==> src/rtl/sgmii_pkg.sv <==
// Shared definitions for the SGMII link supervisor: state encodings, speed codes,
// link-partner ability bit positions and the per-state control decode.
package sgmii_pkg;

    typedef enum logic [2:0] {
        ST_PWRDN     = 3'd0,
        ST_RST_XCVR  = 3'd1,
        ST_WAIT_LOCK = 3'd2,
        ST_WAIT_SYNC = 3'd3,
        ST_AN_START  = 3'd4,
        ST_AN_WAIT   = 3'd5,
        ST_LINK_UP   = 3'd6,
        ST_BACKOFF   = 3'd7
    } state_t;

    localparam logic [1:0] SPD_10   = 2'b00;
    localparam logic [1:0] SPD_100  = 2'b01;
    localparam logic [1:0] SPD_1000 = 2'b10;

    localparam int LP_LINK     = 15;
    localparam int LP_DUPLEX   = 12;
    localparam int LP_SPEED_HI = 11;
    localparam int LP_SPEED_LO = 10;

    localparam int RST_XCVR_CYCLES = 8;

    typedef struct packed {
        logic powerDown;
        logic xcvrRst;
        logic anRestart;
        logic linkUp;
    } ctrl_t;

    function automatic ctrl_t ctrlFor(state_t s);
        ctrl_t c;
        c.powerDown = (s == ST_PWRDN);
        c.xcvrRst   = !(s inside {ST_WAIT_SYNC, ST_AN_START, ST_AN_WAIT, ST_LINK_UP});
        c.anRestart = (s == ST_AN_START);
        c.linkUp    = (s == ST_LINK_UP);
        return c;
    endfunction

    // A partner word is usable when it reports link and a defined speed code.
    function automatic logic lpQualified(logic [15:0] lp);
        return lp[LP_LINK] && (lp[LP_SPEED_HI:LP_SPEED_LO] != 2'b11);
    endfunction

endpackage

==> src/rtl/sgmii_link_supervisor_if.sv <==
// Control/status bundle between the link supervisor and the transceiver/PCS side.
interface sgmii_link_supervisor_if;

    logic        i_Enable;
    logic        i_ANEnable;
    logic [1:0]  i2_ForceSpeed;
    logic        i_ForceDuplex;
    logic        i_PllLocked;
    logic        i_SyncStatus;
    logic        i_ANComplete;
    logic [15:0] i16_LpAdvAbility;

    logic        o_GxBPowerDown;
    logic        o_XcverDigitalRst;
    logic        o_ANRestart;
    logic        o_LinkUp;
    logic [1:0]  o2_SGMIISpeed;
    logic        o_SGMIIDuplex;
    logic        o_Fault;
    logic [2:0]  o3_State;
    logic [1:0]  o2_RetryCnt;

    modport master (
        input  i_Enable, i_ANEnable, i2_ForceSpeed, i_ForceDuplex,
        input  i_PllLocked, i_SyncStatus, i_ANComplete, i16_LpAdvAbility,
        output o_GxBPowerDown, o_XcverDigitalRst, o_ANRestart, o_LinkUp,
        output o2_SGMIISpeed, o_SGMIIDuplex, o_Fault, o3_State, o2_RetryCnt
    );

    modport slave (
        output i_Enable, i_ANEnable, i2_ForceSpeed, i_ForceDuplex,
        output i_PllLocked, i_SyncStatus, i_ANComplete, i16_LpAdvAbility,
        input  o_GxBPowerDown, o_XcverDigitalRst, o_ANRestart, o_LinkUp,
        input  o2_SGMIISpeed, o_SGMIIDuplex, o_Fault, o3_State, o2_RetryCnt
    );

endinterface

==> src/rtl/sgmii_sat_timer.sv <==
// Saturating state-dwell timer. A clear zeroes the visible count in the same cycle,
// so the first cycle after a state change always reads as elapsed count 0.
module sgmii_sat_timer #(
    parameter int CNTR_W = 23
) (
    input  logic              i_Clk,
    input  logic              i_Rst,
    input  logic              i_Clr,
    input  logic              i_En,
    input  logic [CNTR_W-1:0] i_Terminal,
    output logic              o_Hit
);

    logic [CNTR_W-1:0] countQ;
    logic [CNTR_W-1:0] countCur;

    assign countCur = i_Clr ? '0 : countQ;
    assign o_Hit    = (countCur == i_Terminal);

    // NOTE: sequential state is written with nonblocking assignments only, so every
    // flop samples the values from before the edge regardless of statement order.
    always_ff @(posedge i_Clk) begin
        if (i_Rst) begin
            countQ <= '0;
        end else if (i_En && (countCur != '1)) begin
            countQ <= countCur + CNTR_W'(1);
        end else begin
            countQ <= countCur;
        end
    end

endmodule

==> src/rtl/sgmii_link_supervisor.sv <==
// SGMII bring-up sequencer: power-down, transceiver reset, lock/sync wait, AN restart,
// partner-ability qualification, and bounded retry with fault latch.
module sgmii_link_supervisor
    import sgmii_pkg::*;
#(
    parameter int PWRDN_CYCLES   = 16,
    parameter int LOCK_TIMEOUT   = 1048576,
    parameter int SYNC_TIMEOUT   = 1048576,
    parameter int AN_TIMEOUT     = 4194304,
    parameter int BACKOFF_CYCLES = 65536,
    parameter int MAX_RETRY      = 3,
    parameter int CNTR_W         = 23
) (
    input  logic                    i_Clk,
    input  logic                    i_Rst,
    sgmii_link_supervisor_if.master bus
);

    localparam logic [1:0] RETRY_LIMIT = 2'(MAX_RETRY);

    state_t            state;
    ctrl_t             ctrl;
    logic              timerClr;
    logic              timerHit;
    logic              fault;
    logic [1:0]        retry;
    logic [1:0]        speed;
    logic              duplex;
    logic [CNTR_W-1:0] terminal;
    logic              unusedLpBits;

    assign unusedLpBits = ^{bus.i16_LpAdvAbility[14:13], bus.i16_LpAdvAbility[9:0]};

    // NOTE: combinational blocks assign a default before the case so no path
    // leaves the output unassigned, which would otherwise infer a latch.
    always_comb begin
        terminal = '1;
        case (state)
            ST_PWRDN:     terminal = CNTR_W'(PWRDN_CYCLES - 1);
            ST_RST_XCVR:  terminal = CNTR_W'(RST_XCVR_CYCLES - 1);
            ST_WAIT_LOCK: terminal = CNTR_W'(LOCK_TIMEOUT - 1);
            ST_WAIT_SYNC: terminal = CNTR_W'(SYNC_TIMEOUT - 1);
            ST_AN_WAIT:   terminal = CNTR_W'(AN_TIMEOUT - 1);
            ST_BACKOFF:   terminal = CNTR_W'(BACKOFF_CYCLES - 1);
            default:      terminal = '1;
        endcase
    end

    sgmii_sat_timer #(
        .CNTR_W(CNTR_W)
    ) uTimer (
        .i_Clk     (i_Clk),
        .i_Rst     (i_Rst),
        .i_Clr     (timerClr),
        .i_En      (1'b1),
        .i_Terminal(terminal),
        .o_Hit     (timerHit)
    );

    task automatic goTo(input state_t nxt);
        state    <= nxt;
        ctrl     <= ctrlFor(nxt);
        timerClr <= 1'b1;
    endtask

    // Timeouts, bad partner words and PLL loss consume a retry; once exhausted the
    // supervisor parks in BACKOFF with the transceiver powered down.
    task automatic goFail();
        goTo(ST_BACKOFF);
        if (retry == RETRY_LIMIT) begin
            fault          <= 1'b1;
            ctrl.powerDown <= 1'b1;
        end else begin
            retry <= retry + 2'd1;
        end
    endtask

    always_ff @(posedge i_Clk) begin
        if (i_Rst) begin
            state    <= ST_PWRDN;
            ctrl     <= ctrlFor(ST_PWRDN);
            timerClr <= 1'b0;
            fault    <= 1'b0;
            retry    <= 2'd0;
            speed    <= SPD_1000;
            duplex   <= 1'b1;
        end else begin
            timerClr <= 1'b0;
            if (!bus.i_Enable) begin
                goTo(ST_PWRDN);
                fault <= 1'b0;
                retry <= 2'd0;
            end else begin
                case (state)
                    ST_PWRDN:    if (timerHit) goTo(ST_RST_XCVR);
                    ST_RST_XCVR: if (timerHit) goTo(ST_WAIT_LOCK);
                    ST_WAIT_LOCK: begin
                        if (bus.i_PllLocked) goTo(ST_WAIT_SYNC);
                        else if (timerHit)   goFail();
                    end
                    ST_WAIT_SYNC: begin
                        if (!bus.i_PllLocked) begin
                            goFail();
                        end else if (bus.i_SyncStatus) begin
                            if (bus.i_ANEnable) begin
                                goTo(ST_AN_START);
                            end else begin
                                goTo(ST_LINK_UP);
                                speed  <= bus.i2_ForceSpeed;
                                duplex <= bus.i_ForceDuplex;
                            end
                        end else if (timerHit) begin
                            goFail();
                        end
                    end
                    ST_AN_START: goTo(ST_AN_WAIT);
                    ST_AN_WAIT: begin
                        if (!bus.i_PllLocked || !bus.i_SyncStatus) begin
                            goFail();
                        end else if (bus.i_ANComplete) begin
                            if (lpQualified(bus.i16_LpAdvAbility)) begin
                                goTo(ST_LINK_UP);
                                speed  <= bus.i16_LpAdvAbility[LP_SPEED_HI:LP_SPEED_LO];
                                duplex <= bus.i16_LpAdvAbility[LP_DUPLEX];
                            end else begin
                                goFail();
                            end
                        end else if (timerHit) begin
                            goFail();
                        end
                    end
                    ST_LINK_UP: begin
                        if (!bus.i_PllLocked) begin
                            goFail();
                        end else if (!bus.i_SyncStatus || (bus.i_ANEnable && !bus.i_ANComplete)) begin
                            goTo(ST_BACKOFF);
                            retry <= 2'd0;
                        end
                    end
                    ST_BACKOFF: if (!fault && timerHit) goTo(ST_PWRDN);
                endcase
            end
        end
    end

    assign bus.o_GxBPowerDown    = ctrl.powerDown;
    assign bus.o_XcverDigitalRst = ctrl.xcvrRst;
    assign bus.o_ANRestart       = ctrl.anRestart;
    assign bus.o_LinkUp          = ctrl.linkUp;
    assign bus.o2_SGMIISpeed     = speed;
    assign bus.o_SGMIIDuplex     = duplex;
    assign bus.o_Fault           = fault;
    assign bus.o3_State          = state;
    assign bus.o2_RetryCnt       = retry;

endmodule

==> src/flat_wrapper.sv <==
// flat-port wrapper written by rule: the top's interface ports become plain ports
module sgmii_link_supervisor_flat import sgmii_pkg::*;
#(
    parameter int PWRDN_CYCLES   = 16,
    parameter int LOCK_TIMEOUT   = 1048576,
    parameter int SYNC_TIMEOUT   = 1048576,
    parameter int AN_TIMEOUT     = 4194304,
    parameter int BACKOFF_CYCLES = 65536,
    parameter int MAX_RETRY      = 3,
    parameter int CNTR_W         = 23
)
  (i_Clk, i_Rst, bus_i_Enable, bus_i_ANEnable, bus_i2_ForceSpeed, bus_i_ForceDuplex, bus_i_PllLocked, bus_i_SyncStatus, bus_i_ANComplete, bus_i16_LpAdvAbility, bus_o_GxBPowerDown, bus_o_XcverDigitalRst, bus_o_ANRestart, bus_o_LinkUp, bus_o2_SGMIISpeed, bus_o_SGMIIDuplex, bus_o_Fault, bus_o3_State, bus_o2_RetryCnt);
  sgmii_link_supervisor_if bus_i ();
  input  logic i_Clk;
  input  logic i_Rst;
  input wire logic [$bits(bus_i.i_Enable)-1:0] bus_i_Enable;
  input wire logic [$bits(bus_i.i_ANEnable)-1:0] bus_i_ANEnable;
  input wire logic [$bits(bus_i.i2_ForceSpeed)-1:0] bus_i2_ForceSpeed;
  input wire logic [$bits(bus_i.i_ForceDuplex)-1:0] bus_i_ForceDuplex;
  input wire logic [$bits(bus_i.i_PllLocked)-1:0] bus_i_PllLocked;
  input wire logic [$bits(bus_i.i_SyncStatus)-1:0] bus_i_SyncStatus;
  input wire logic [$bits(bus_i.i_ANComplete)-1:0] bus_i_ANComplete;
  input wire logic [$bits(bus_i.i16_LpAdvAbility)-1:0] bus_i16_LpAdvAbility;
  output wire logic [$bits(bus_i.o_GxBPowerDown)-1:0] bus_o_GxBPowerDown;
  output wire logic [$bits(bus_i.o_XcverDigitalRst)-1:0] bus_o_XcverDigitalRst;
  output wire logic [$bits(bus_i.o_ANRestart)-1:0] bus_o_ANRestart;
  output wire logic [$bits(bus_i.o_LinkUp)-1:0] bus_o_LinkUp;
  output wire logic [$bits(bus_i.o2_SGMIISpeed)-1:0] bus_o2_SGMIISpeed;
  output wire logic [$bits(bus_i.o_SGMIIDuplex)-1:0] bus_o_SGMIIDuplex;
  output wire logic [$bits(bus_i.o_Fault)-1:0] bus_o_Fault;
  output wire logic [$bits(bus_i.o3_State)-1:0] bus_o3_State;
  output wire logic [$bits(bus_i.o2_RetryCnt)-1:0] bus_o2_RetryCnt;
  assign bus_i.i_Enable = bus_i_Enable;
  assign bus_i.i_ANEnable = bus_i_ANEnable;
  assign bus_i.i2_ForceSpeed = bus_i2_ForceSpeed;
  assign bus_i.i_ForceDuplex = bus_i_ForceDuplex;
  assign bus_i.i_PllLocked = bus_i_PllLocked;
  assign bus_i.i_SyncStatus = bus_i_SyncStatus;
  assign bus_i.i_ANComplete = bus_i_ANComplete;
  assign bus_i.i16_LpAdvAbility = bus_i16_LpAdvAbility;
  assign bus_o_GxBPowerDown = bus_i.o_GxBPowerDown;
  assign bus_o_XcverDigitalRst = bus_i.o_XcverDigitalRst;
  assign bus_o_ANRestart = bus_i.o_ANRestart;
  assign bus_o_LinkUp = bus_i.o_LinkUp;
  assign bus_o2_SGMIISpeed = bus_i.o2_SGMIISpeed;
  assign bus_o_SGMIIDuplex = bus_i.o_SGMIIDuplex;
  assign bus_o_Fault = bus_i.o_Fault;
  assign bus_o3_State = bus_i.o3_State;
  assign bus_o2_RetryCnt = bus_i.o2_RetryCnt;
  sgmii_link_supervisor #(.PWRDN_CYCLES(PWRDN_CYCLES), .LOCK_TIMEOUT(LOCK_TIMEOUT), .SYNC_TIMEOUT(SYNC_TIMEOUT), .AN_TIMEOUT(AN_TIMEOUT), .BACKOFF_CYCLES(BACKOFF_CYCLES), .MAX_RETRY(MAX_RETRY), .CNTR_W(CNTR_W)) u_core (.i_Clk(i_Clk), .i_Rst(i_Rst), .bus(bus_i));
endmodule
==> config.mk <==
export PLATFORM = sky130hd
export DESIGN_NAME = sgmii_link_supervisor_flat
export DESIGN_NICKNAME = d
export VERILOG_FILES = /design/src/rtl/sgmii_pkg.sv /design/src/rtl/sgmii_link_supervisor_if.sv /design/src/rtl/sgmii_sat_timer.sv /design/src/rtl/sgmii_link_supervisor.sv /design/src/flat_wrapper.sv
export SDC_FILE = /design/constraint.sdc
export NUM_CORES = 1
export LEC_CHECK = 0
export CAP_MARGIN = 20
export CORE_MARGIN = 4
export CORE_UTILIZATION = 60
export DETAILED_ROUTE_END_ITERATION = 16
export PLACE_DENSITY = 0.86
export SYNTH_ARGS = -nofsm -noshare
export SYNTH_HDL_FRONTEND = slang
export SYNTH_HIERARCHICAL = 1
export SYNTH_SLANG_ARGS = --single-unit
==> constraint.sdc <==
create_clock -name i_Clk -period 5.7 [get_ports i_Clk]
set_input_delay 1.425 -clock i_Clk [delete_from_list [all_inputs] [get_ports i_Clk]]
set_output_delay 1.425 -clock i_Clk [all_outputs]
set_load 0.05 [all_outputs]
==> metrics.cfg, run 1 <==
[status]
status=finished, final reports clean

[layout]
n_antenna_cell=0
fin_util_pct=71.6
fin_nets=462
postLayoutCellArea_um2=3450
syn_to_final_growth_pct=12.8
final_cell_mix=nor2_1, o21ai_0, dfxtp_1, a21oi_1, clkdlybuf4s50_1
layout_commonest_cell=nor2_1
drive_gt1_share_pct=8.01
final-seq-area_um2=741
num-fill-cells=388
multi_input_area_um2=2160

[grt]
grt_pass1_vias=2847
met3_usage_pct=6.58
track_usage_pct=26.0
met2_usage_pct=42.2
grt_overflow_total=0
grt_max_degree=40
antenna_found_initial=0
grt_pass1_wl_mm=13.2
gr-usage-met1_pct=33.8
grt.busiest_layer=met2

[place]
gp_congestion=0.981
place_area_um2=3330
io_buffers=26
place.detailed.hpwl_mm=5.68

[cts]
cts.repair.resized=0
cts_tree=yes
cts_setup_buffers=0
root_buffer=clkbuf_8
hold_buffers=0
clock_latency_ns=0.29
clk_pin_slew_ns=0.08
h-tree-depth=2
clock_sinks=37
cts_buffer_depth=2
cts_made_buffers=5

[job]
max_cap_viol_count=0

[worst_setup_path]
worstPathArrival_ns=4.54
required_ns=5.86
cp_slowest_cell=dfxtp_1
worst-path-buf-inv=1
path_delay_family=compound AO/OA/AOI/OAI gates
cp-start-kind=register
path_cells=nor2_1 -> a21oi_1 -> nor4bb_1 -> a31oi_1 -> o21ai_0 -> nand4_1 -> nor3_2 -> buf_4 -> nand2_1 -> o21ai_0 -> o22ai_2 -> nor4_1 -> a211oi_1
max_stage_delay_ns=0.87
cp_common_cell=o21ai_0
criticalPathCategory=reg -> reg
cp-end-kind=register
path_max_fanout=27

[die]
fp.coreArea_um2=4820
rows=25
dieArea_um2=6300
die_x_um=79.4
io_pins=39
fp.dieH_um=79.4
start_util_pct=63.4

[drt]
wl_per_cell_um=16.1
drt-pass1-iter-count=5
drt_iter0_markers=273
vias_per_cell=6.48
antenna_left=0
totalWireLength_mm=8.10
post-route-drc-count=0
vias=3264

[power]
power_density_nw_per_um2=158
power_w=0.000543
peakVddDrop_mv=0.138
p_leak_nw=1.10

[synth]
synthArstFlopShare_pct=0
synth_seq_area_share_pct=24.2
synth-warning-count=6
ys_ff_latch=37
avgSynthCellArea_um2=7.36
synth_ff_type=dfxtp_1
synth_area_um2=3060
synth_edf_count=0
ys_types=73
netlist_instances=415

[timing]
max_freq_mhz=229
timing.final.crit_share_pct=76.7
tns_ns=0
rsz0062_at_grt=false
skew_ns=0.00327
tightest_slew_ns=0.953
final_max_slew_viol_count=0
setup_violations=0
hold_viol_final=0
fin_crit_ns=4.37
max-slew-margin-rel_pct=36.5

[min_path]
hold_path_class=reg -> reg

## flip-flops by register name, summed over array words and instances, names as in the netlist, 2 cells and up
name	count
u_core/bus.o3_State	3
u_core/bus.o2_SGMIISpeed	2
u_core/uTimer/countQ	23
u_core/bus.o2_RetryCnt	2
## cell usage after synthesis (all sizes together), types with 2 or more instances
cell     count  area (µm²)
o22ai        4        31.3
nand4        7        43.8
o211ai       5        37.5
nor4bb      10         100
and3         6        37.5
inv         12        45.1
and4bb       2        25.0
a31oi       16         100
a221oi       2        17.5
and2         5        33.8
o31ai        3        22.5
xnor2       12         105
clkbuf      10        37.5
a311oi       2        17.5
nor2        41         154
a211o        4        35.0
buf         17         121
or2          2        12.5
a21o         3        22.5
a21oi       35         175
dfxtp       37         741
o21a         2        15.0
or4          4        33.8
o21ai       43         219
a31o         2        17.5
a2bb2oi      2        23.8
nand2       25        93.8
o311ai       2        17.5
nor4         5        46.3
nor2b       13        81.3
nand3b       4        42.5
or3         13        86.3
nand3       14        75.1
nand2b      10        70.1
a211oi       5        37.5
nor3        10        50.1
o32ai        5        43.8
a22oi        2        15.0
## per-layer routing
| metal | part of all wire, % | routed length (µm) |
|---|---|---|
| met4 | 2.1 | 167 |
| met2 | 46 | 3710 |
| met1 | 44 | 3560 |
| met5 | 0 | 0 |
| met3 | 8.2 | 664 |
## report_power, final
part	switching, W	leakage [nW]	internal [W]
sequential	0.00000179	0.299	0.000259
clock	0.0000964	0.0585	0.000143
combinational	0.0000262	0.744	0.0000169
total	0.000124	1.10	0.000419
## metrics by stage
step | setup WS (ns) | hold WS [ns] | std cells
final | 1.33 | 0.479 | 504
after global routing | 0.871 | 0.500 | 504
after CTS | 1.41 | 0.474 | 504
after detailed placement | 1.45 | 0.456 | 496
after global placement | 1.56 | 0.443 | 496
after floorplan | 2.16 | 0.485 | 424
## final cells by class
cell class	count	area share (%)
timing repair buffer	32	8.86
clock inverter	1	0.871
clock buffer	7	2.50
tap	67	2.43
sequential	37	21.5
multi-input combinational	348	62.5
inverter	12	1.31
## worst reg2reg max path: cells and delay by family (launching register included)
| kind | cells | cell delay, ns |
|---|---|---|
| buffers and inverters | 1 | 0.25 |
| AND/OR/NAND/NOR | 6 | 1.51 |
| AO/OA/AOI/OAI | 6 | 1.62 |
| flip-flops | 1 | 0.87 |
## logic make-up after synthesis
kind of cell,count (synthesis),share of synthesized area [%]
simple gates,175,33.4
compound gates,148,31.2
buf+inv,39,6.68
flops,37,24.2
xor+xnor,13,3.73
mux,2,0.696
other cells,1,0.123
## worst paths after layout
| path | start | end | slack (ns) | depth (start not counted) |
|---|---|---|---|---|
| hold / removal | u_core/bus.o2_SGMIISpeed[1] | u_core/bus.o2_SGMIISpeed[1] | 0.48 | 1 |
| setup reg to reg | u_core/bus.o3_State[1] | u_core/bus.o3_State[0] | 1.33 | 13 |
| hold reg to reg | u_core/bus.o2_SGMIISpeed[1] | u_core/bus.o2_SGMIISpeed[1] | 0.48 | 1 |
| setup / recovery | u_core/bus.o3_State[1] | u_core/bus.o3_State[0] | 1.33 | 13 |
Power figures use the tool's default switching activity.
==> run 2: changes to the inputs <==
--- a/config.mk
+++ b/config.mk
@@ -7,9 +7,9 @@
 export LEC_CHECK = 0
 export CAP_MARGIN = 20
 export CORE_MARGIN = 4
-export CORE_UTILIZATION = 60
+export CORE_UTILIZATION = 56
 export DETAILED_ROUTE_END_ITERATION = 16
-export PLACE_DENSITY = 0.86
+export PLACE_DENSITY = 0.81
 export SYNTH_ARGS = -nofsm -noshare
 export SYNTH_HDL_FRONTEND = slang
 export SYNTH_HIERARCHICAL = 1
==> constraint.sdc (replaced) <==
create_clock -name i_Clk -period 4.5 [get_ports i_Clk]
set_input_delay 1.125 -clock i_Clk [delete_from_list [all_inputs] [get_ports i_Clk]]
set_output_delay 1.125 -clock i_Clk [all_outputs]
set_load 0.05 [all_outputs]
==> metrics.cfg, run 2 (synthesis results as in run 1) <==
[grt]
grt_pass1_wl_mm=14.0  ; +6.5%
grt_overflow_total=0  ; unchanged
grt_pass1_vias=2918  ; +2.5%
grt_max_degree=29  ; -28%
antenna_found_initial=0  ; unchanged
track_usage_pct=26.6  ; +0.63 points

[cts]
hold_buffers=0  ; unchanged
cts_buffer_depth=2  ; unchanged
clock_latency_ns=0.29  ; about the same
cts.repair.resized=0  ; unchanged
cts_tree=yes
h-tree-depth=2  ; unchanged
cts_setup_buffers=0  ; unchanged
clk_pin_slew_ns=0.08  ; about the same
cts_made_buffers=5  ; unchanged
clock_sinks=37  ; unchanged
root_buffer=clkbuf_8

[worst_setup_path]
cp-end-kind=register
cp-start-kind=register
r2r-start=u_core/bus.o3_State[2]
path_cells=nor2_1 -> a21oi_1 -> nor4bb_1 -> a31oi_1 -> o21ai_0 -> nand4_1 -> nor3_2 -> nand2_1 -> o21ai_0 -> o22ai_2 -> nor4_1 -> a211oi_1
worstPathArrival_ns=3.91  ; -0.63 ns
path_max_fanout=12  ; -56%
worst-path-buf-inv=0  ; -1
required_ns=4.67  ; -1.19 ns
cp_slowest_cell=a21oi_1
setup.worst_path.start=u_core/bus.o3_State[2]
criticalPathCategory=reg -> reg
rr_worst_depth=12  ; -1
max_stage_delay_ns=0.73  ; -0.14 ns
path_depth=12  ; -1
path_delay_family=compound AO/OA/AOI/OAI gates
cp_common_cell=o21ai_0

[layout]
n_antenna_cell=0  ; unchanged
layout_commonest_cell=nor2_1
num-fill-cells=479  ; +23%
regMostFlops=u_core/uTimer/countQ
final_cell_mix=nor2_1, o21ai_0, dfxtp_1, a21oi_1, clkdlybuf4s50_1
fin_nets=464  ; +0.43%
multi_input_area_um2=2160  ; unchanged
final-seq-area_um2=741  ; unchanged
largest_reg_flops=23  ; unchanged
fin_util_pct=65.9  ; -5.6 points
syn_to_final_growth_pct=12.3
drive_gt1_share_pct=8.43  ; +0.42 points

[timing]
tns_ns=0  ; unchanged
timing.final.crit_share_pct=83.1  ; +6.4 points
max-slew-margin-rel_pct=39.1  ; +2.6 points
skew_ns=0.00523  ; +0.00196 ns
setup_violations=0  ; unchanged
fin_crit_ns=3.74  ; -0.634 ns
final_max_slew_viol_count=0  ; unchanged
hold_slack_ns=0.463  ; -0.0161 ns
max_freq_mhz=267  ; +17%
tightest_slew_ns=0.913  ; -0.0396 ns
fin_ws_ns=0.762  ; -0.566 ns
hold_viol_final=0  ; unchanged
rsz0062_at_grt=false

[drt]
drt-pass1-iter-count=5  ; unchanged
wl_per_cell_um=16.7  ; +3.8%
antenna_left=0  ; unchanged
vias_per_cell=6.51  ; +0.53%
drt_iter0_markers=340  ; +25%
vias=3314  ; +1.5%
totalWireLength_mm=8.50  ; +4.9%
post-route-drc-count=0  ; unchanged

[die]
dieArea_um2=6700  ; +6.4%
fp.coreArea_um2=5200  ; +8.1%
fp.dieH_um=81.9  ; +3.2%
start_util_pct=58.7  ; -4.7 points
die_x_um=81.9  ; +3.2%
rows=26  ; +4.0%
io_pins=39  ; unchanged

[place]
place.detailed.hpwl_mm=5.97  ; +5.3%
io_buffers=26  ; unchanged
dp_slack_ns=0.817  ; -0.628 ns
gp_congestion=0.925  ; -5.7%

[power]
power_density_nw_per_um2=180  ; +14%
peakVddDrop_mv=0.160  ; +16%
seq_power_share_pct=53.7  ; +5.6 points
swShare_pct=26.0  ; +3.1 points
combPwrFrac_pct=8.7  ; +0.8 points
p_clk_share_pct=37.6  ; -6.4 points
p_sw_w=0.000161  ; +29%
p_int_w=0.000458  ; +9.3%
p_leak_nw=1.10  ; -0.29%

[job]
max_cap_viol_count=0  ; unchanged

[min_path]
hold_path_class=reg -> reg
whs_path_depth=1  ; unchanged
worstHoldStart=u_core/bus.o2_SGMIISpeed[1]

[status]
status=finished, final reports clean

## run 2: cell types whose count changed in the layout (fill, tap and decap cells not counted), sizes merged
cell	previous run	this run
buf	6	8
bufinv	1	0
clkbuf	7	6
clkinv	0	2
## run 2: area by class of cell
type,instances,area share (%)
flip-flops and latches,37,21.6
well taps,70,2.55
multi-input cells,348,62.8
clock buffers,6,2.11
repair buffers,34,9.33
clock inverters,2,0.292
inverters,12,1.31
## run 2: path summary, 6_finish.rpt
check | to | slack, ns
setup reg to reg | u_core/bus.o3_State[0] | 0.76
hold reg to reg | u_core/bus.o2_SGMIISpeed[1] | 0.46
setup / recovery | u_core/bus.o3_State[0] | 0.76
hold / removal | u_core/bus.o2_SGMIISpeed[1] | 0.46
## run 2: stage by stage
stage          instance area, µm²  total power [W]  cells
2_1_floorplan                3090         0.000372    424
3_3_place_gp                 3350         0.000392    501
3_5_place_dp                 3350         0.000393    501
4_1_cts                      3430         0.000621    509
5_1_grt                      3430         0.000642    509
6_report                     3430         0.000619    509
## run 2: power by group through the flow
stage	Clock [W]	Combinational, W	Sequential, W
CTS	0.000236	0.0000524	0.000333
global placement	0	0.0000517	0.000340
global route	0.000250	0.0000586	0.000333
floorplan	0	0.0000342	0.000338
finish	0.000233	0.0000537	0.000333
detailed placement	0	0.0000522	0.000340
## run 2: layer usage
layer  part of all wire [%]  global-route usage [%]  vias up
li1                       -                       -     1604
met1                     42                    33.3     1519
met2                     48                    43.8      163
met3                    6.7                    5.15       28
met4                    3.1                    12.5        0
met5                      0                       0        -
==> run 3: changes to the inputs <==
==> constraint.sdc (replaced) <==
create_clock -name i_Clk -period 3.86 [get_ports i_Clk]
set_input_delay 0.965 -clock i_Clk [delete_from_list [all_inputs] [get_ports i_Clk]]
set_output_delay 0.965 -clock i_Clk [all_outputs]
set_load 0.05 [all_outputs]
==> metrics.cfg, run 3 (synthesis results as in run 1) <==
[layout]
final-seq-area_um2=741  ; unchanged
largest_reg_flops=23  ; unchanged
finalNonFillerCells=511  ; +0.39%
layout_commonest_cell=nor2_1
fin_nets=466  ; +0.43%
regMostFlops=u_core/uTimer/countQ
postLayoutCellArea_um2=3480  ; +1.4%
syn_to_final_growth_pct=13.9
n_antenna_cell=0  ; unchanged
final_cell_mix=nor2_1, o21ai_0, dfxtp_1, a21oi_1, clkdlybuf4s50_1
num-fill-cells=483  ; +0.84%
multi_input_area_um2=2160  ; unchanged
drive_gt1_share_pct=9.07  ; +0.64 points

[grt]
antenna_found_initial=0  ; unchanged
grt_pass1_vias=2995  ; +2.6%
grt_max_degree=29  ; unchanged
track_usage_pct=25.7  ; -0.90 points
grt_overflow_total=0  ; unchanged
grt_pass1_wl_mm=13.7  ; -2.5%

[worst_setup_path]
path_delay_family=compound AO/OA/AOI/OAI gates
worstPathArrival_ns=3.74  ; -0.17 ns
required_ns=4.03  ; -0.64 ns
r2r-start=u_core/bus.o3_State[1]
worst-path-buf-inv=2  ; +2
cp-start-kind=register
reg2reg_slack_ns=0.30  ; -0.46 ns
cp-end-kind=register
cp_slowest_cell=a21oi_1
reg2reg_to=u_core/bus.o3_State[0]
criticalPathCategory=reg -> reg
path_cells=buf_4 -> nor2_1 -> a21oi_1 -> buf_4 -> xnor2_1 -> a31oi_1 -> o21ai_0 -> nand4_1 -> nor3_2 -> nand2_1 -> o21ai_0 -> o22ai_2 -> nor4_1 -> a211oi_1
max_stage_delay_ns=0.65  ; -0.08 ns
rr_worst_depth=14  ; +2
path_max_fanout=13  ; +1

[drt]
wl_met1_mm=3.56  ; -1.2%
post-route-drc-count=0  ; unchanged
vias=3334  ; +0.60%
vias_per_cell=6.52  ; +0.21%
wl_met2_mm=4.32  ; +6.3%
drt-pass1-iter-count=5  ; unchanged
drt_iter0_markers=285  ; -16%
dr_wl_met3_um=515  ; -10%
wl_per_cell_um=16.7  ; +0.17%
top_layer_used=met4
totalWireLength_mm=8.55  ; +0.56%
antenna_left=0  ; unchanged

[status]
status=finished, final reports clean

[min_path]
hold_end=u_core/bus.o_SGMIIDuplex
worstHoldStart=u_core/bus.o_SGMIIDuplex
whs_path_depth=1  ; unchanged
hold_path_class=reg -> reg

[die]
fp.dieH_um=81.9  ; unchanged
fp.coreArea_um2=5200  ; unchanged
die_x_um=81.9  ; unchanged
start_util_pct=58.7  ; unchanged
rows=26  ; unchanged
io_pins=39  ; unchanged
dieArea_um2=6700  ; unchanged

[timing]
hold_viol_final=0  ; unchanged
tns_ns=0  ; unchanged
max_freq_mhz=281  ; +4.9%
max-slew-margin-rel_pct=44.6  ; +5.5 points
fin_crit_ns=3.56  ; -0.176 ns
rsz0062_at_grt=false
setup_violations=0  ; unchanged
final_max_slew_viol_count=0  ; unchanged
tightest_slew_ns=0.831  ; -0.0829 ns
timing.final.crit_share_pct=92.3  ; +9.2 points
skew_ns=0.0114  ; +0.00620 ns

[place]
gp_congestion=0.924  ; about the same
place.detailed.hpwl_mm=6.06  ; +1.4%
io_buffers=26  ; unchanged
place_area_um2=3360  ; +0.45%
dp_cells=503  ; +0.40%

[cts]
cts_made_buffers=5  ; unchanged
cts_setup_buffers=0  ; unchanged
clock_sinks=37  ; unchanged
cts_tree=yes
clk_pin_slew_ns=0.08  ; about the same
clock_latency_ns=0.30  ; about the same
cts_buffer_depth=2  ; unchanged
hold_buffers=0  ; unchanged
h-tree-depth=2  ; unchanged
cts.repair.resized=0  ; unchanged
root_buffer=clkbuf_8

[power]
seq_power_share_pct=48.7  ; -5.0 points
combPwrFrac_pct=7.7  ; -1.0 points
p_int_w=0.000602  ; +31%
power_density_nw_per_um2=230  ; +27%
peakVddDrop_mv=0.180  ; +13%
swShare_pct=24.7  ; -1.3 points
p_clk_share_pct=43.7  ; +6.1 points
p_leak_nw=1.12  ; +1.8%
p_sw_w=0.000198  ; +23%

[job]
max_cap_viol_count=0  ; unchanged

run 3: cell types whose count changed in the layout (fill, tap and decap cells not counted), sizes merged:
cell / change
clkinv: -1
clkinvlp: +1
bufinv: +1
clkbuf: -1
buf: +2
run 3: how the worst max path moves through the flow:
| stage | slack (ns) | startpoint | end | cells past startpoint |
|---|---|---|---|---|
| after CTS | 0.41 | u_core/bus.o3_State[1] | u_core/bus.o3_State[2] | 15 |
| after global routing | 0.003 | u_core/bus.o3_State[1] | u_core/bus.o3_State[0] | 14 |
| final | 0.30 | u_core/bus.o3_State[1] | u_core/bus.o3_State[0] | 14 |
| after floorplan | 0.32 | u_core/bus.o3_State[0] | u_core/bus.o3_State[0] | 15 |
| after detailed placement | 0.43 | u_core/bus.o3_State[1] | u_core/bus.o3_State[0] | 14 |
| after global placement | 0.53 | u_core/bus.o3_State[1] | u_core/bus.o3_State[0] | 14 |
run 3: power groups by stage:
stage                     clock network (W)  logic (W)  registers [W]
after global placement                    0  0.0000587       0.000398
after floorplan                           0  0.0000399       0.000394
after detailed placement                  0  0.0000595       0.000398
after CTS                          0.000353  0.0000598       0.000389
after global routing               0.000375  0.0000662       0.000390
final                              0.000349  0.0000613       0.000389
run 3: stage by stage:
step | hold WS, ns | setup slack (ns) | util (%) | total power (W)
after floorplan | 0.485 | 0.316 | - | 0.000433
after global placement | 0.446 | 0.533 | 64.6 | 0.000457
after detailed placement | 0.454 | 0.430 | 64.6 | 0.000458
after CTS | 0.472 | 0.409 | 66.9 | 0.000802
after global routing | 0.506 | 0.00302 | 66.9 | 0.000832
final | 0.468 | 0.298 | 66.9 | 0.000800
run 3: cell type report:
type / count / share of cell area, %
Multi-Input combinational cell: 348 / 62.0
Sequential cell: 37 / 21.3
Timing Repair Buffer: 36 / 9.64
Tap cell: 70 / 2.52
Clock buffer: 5 / 1.98
Clock inverter: 3 / 1.33
Inverter: 12 / 1.29
run 3: routing by layer:
layer  GRT usage (%)  vias to the layer above
met3            3.95                       18
met2            45.8                      141
met4            9.47                        0
li1                -                     1601
met5               0                        -
met1            31.0                     1574
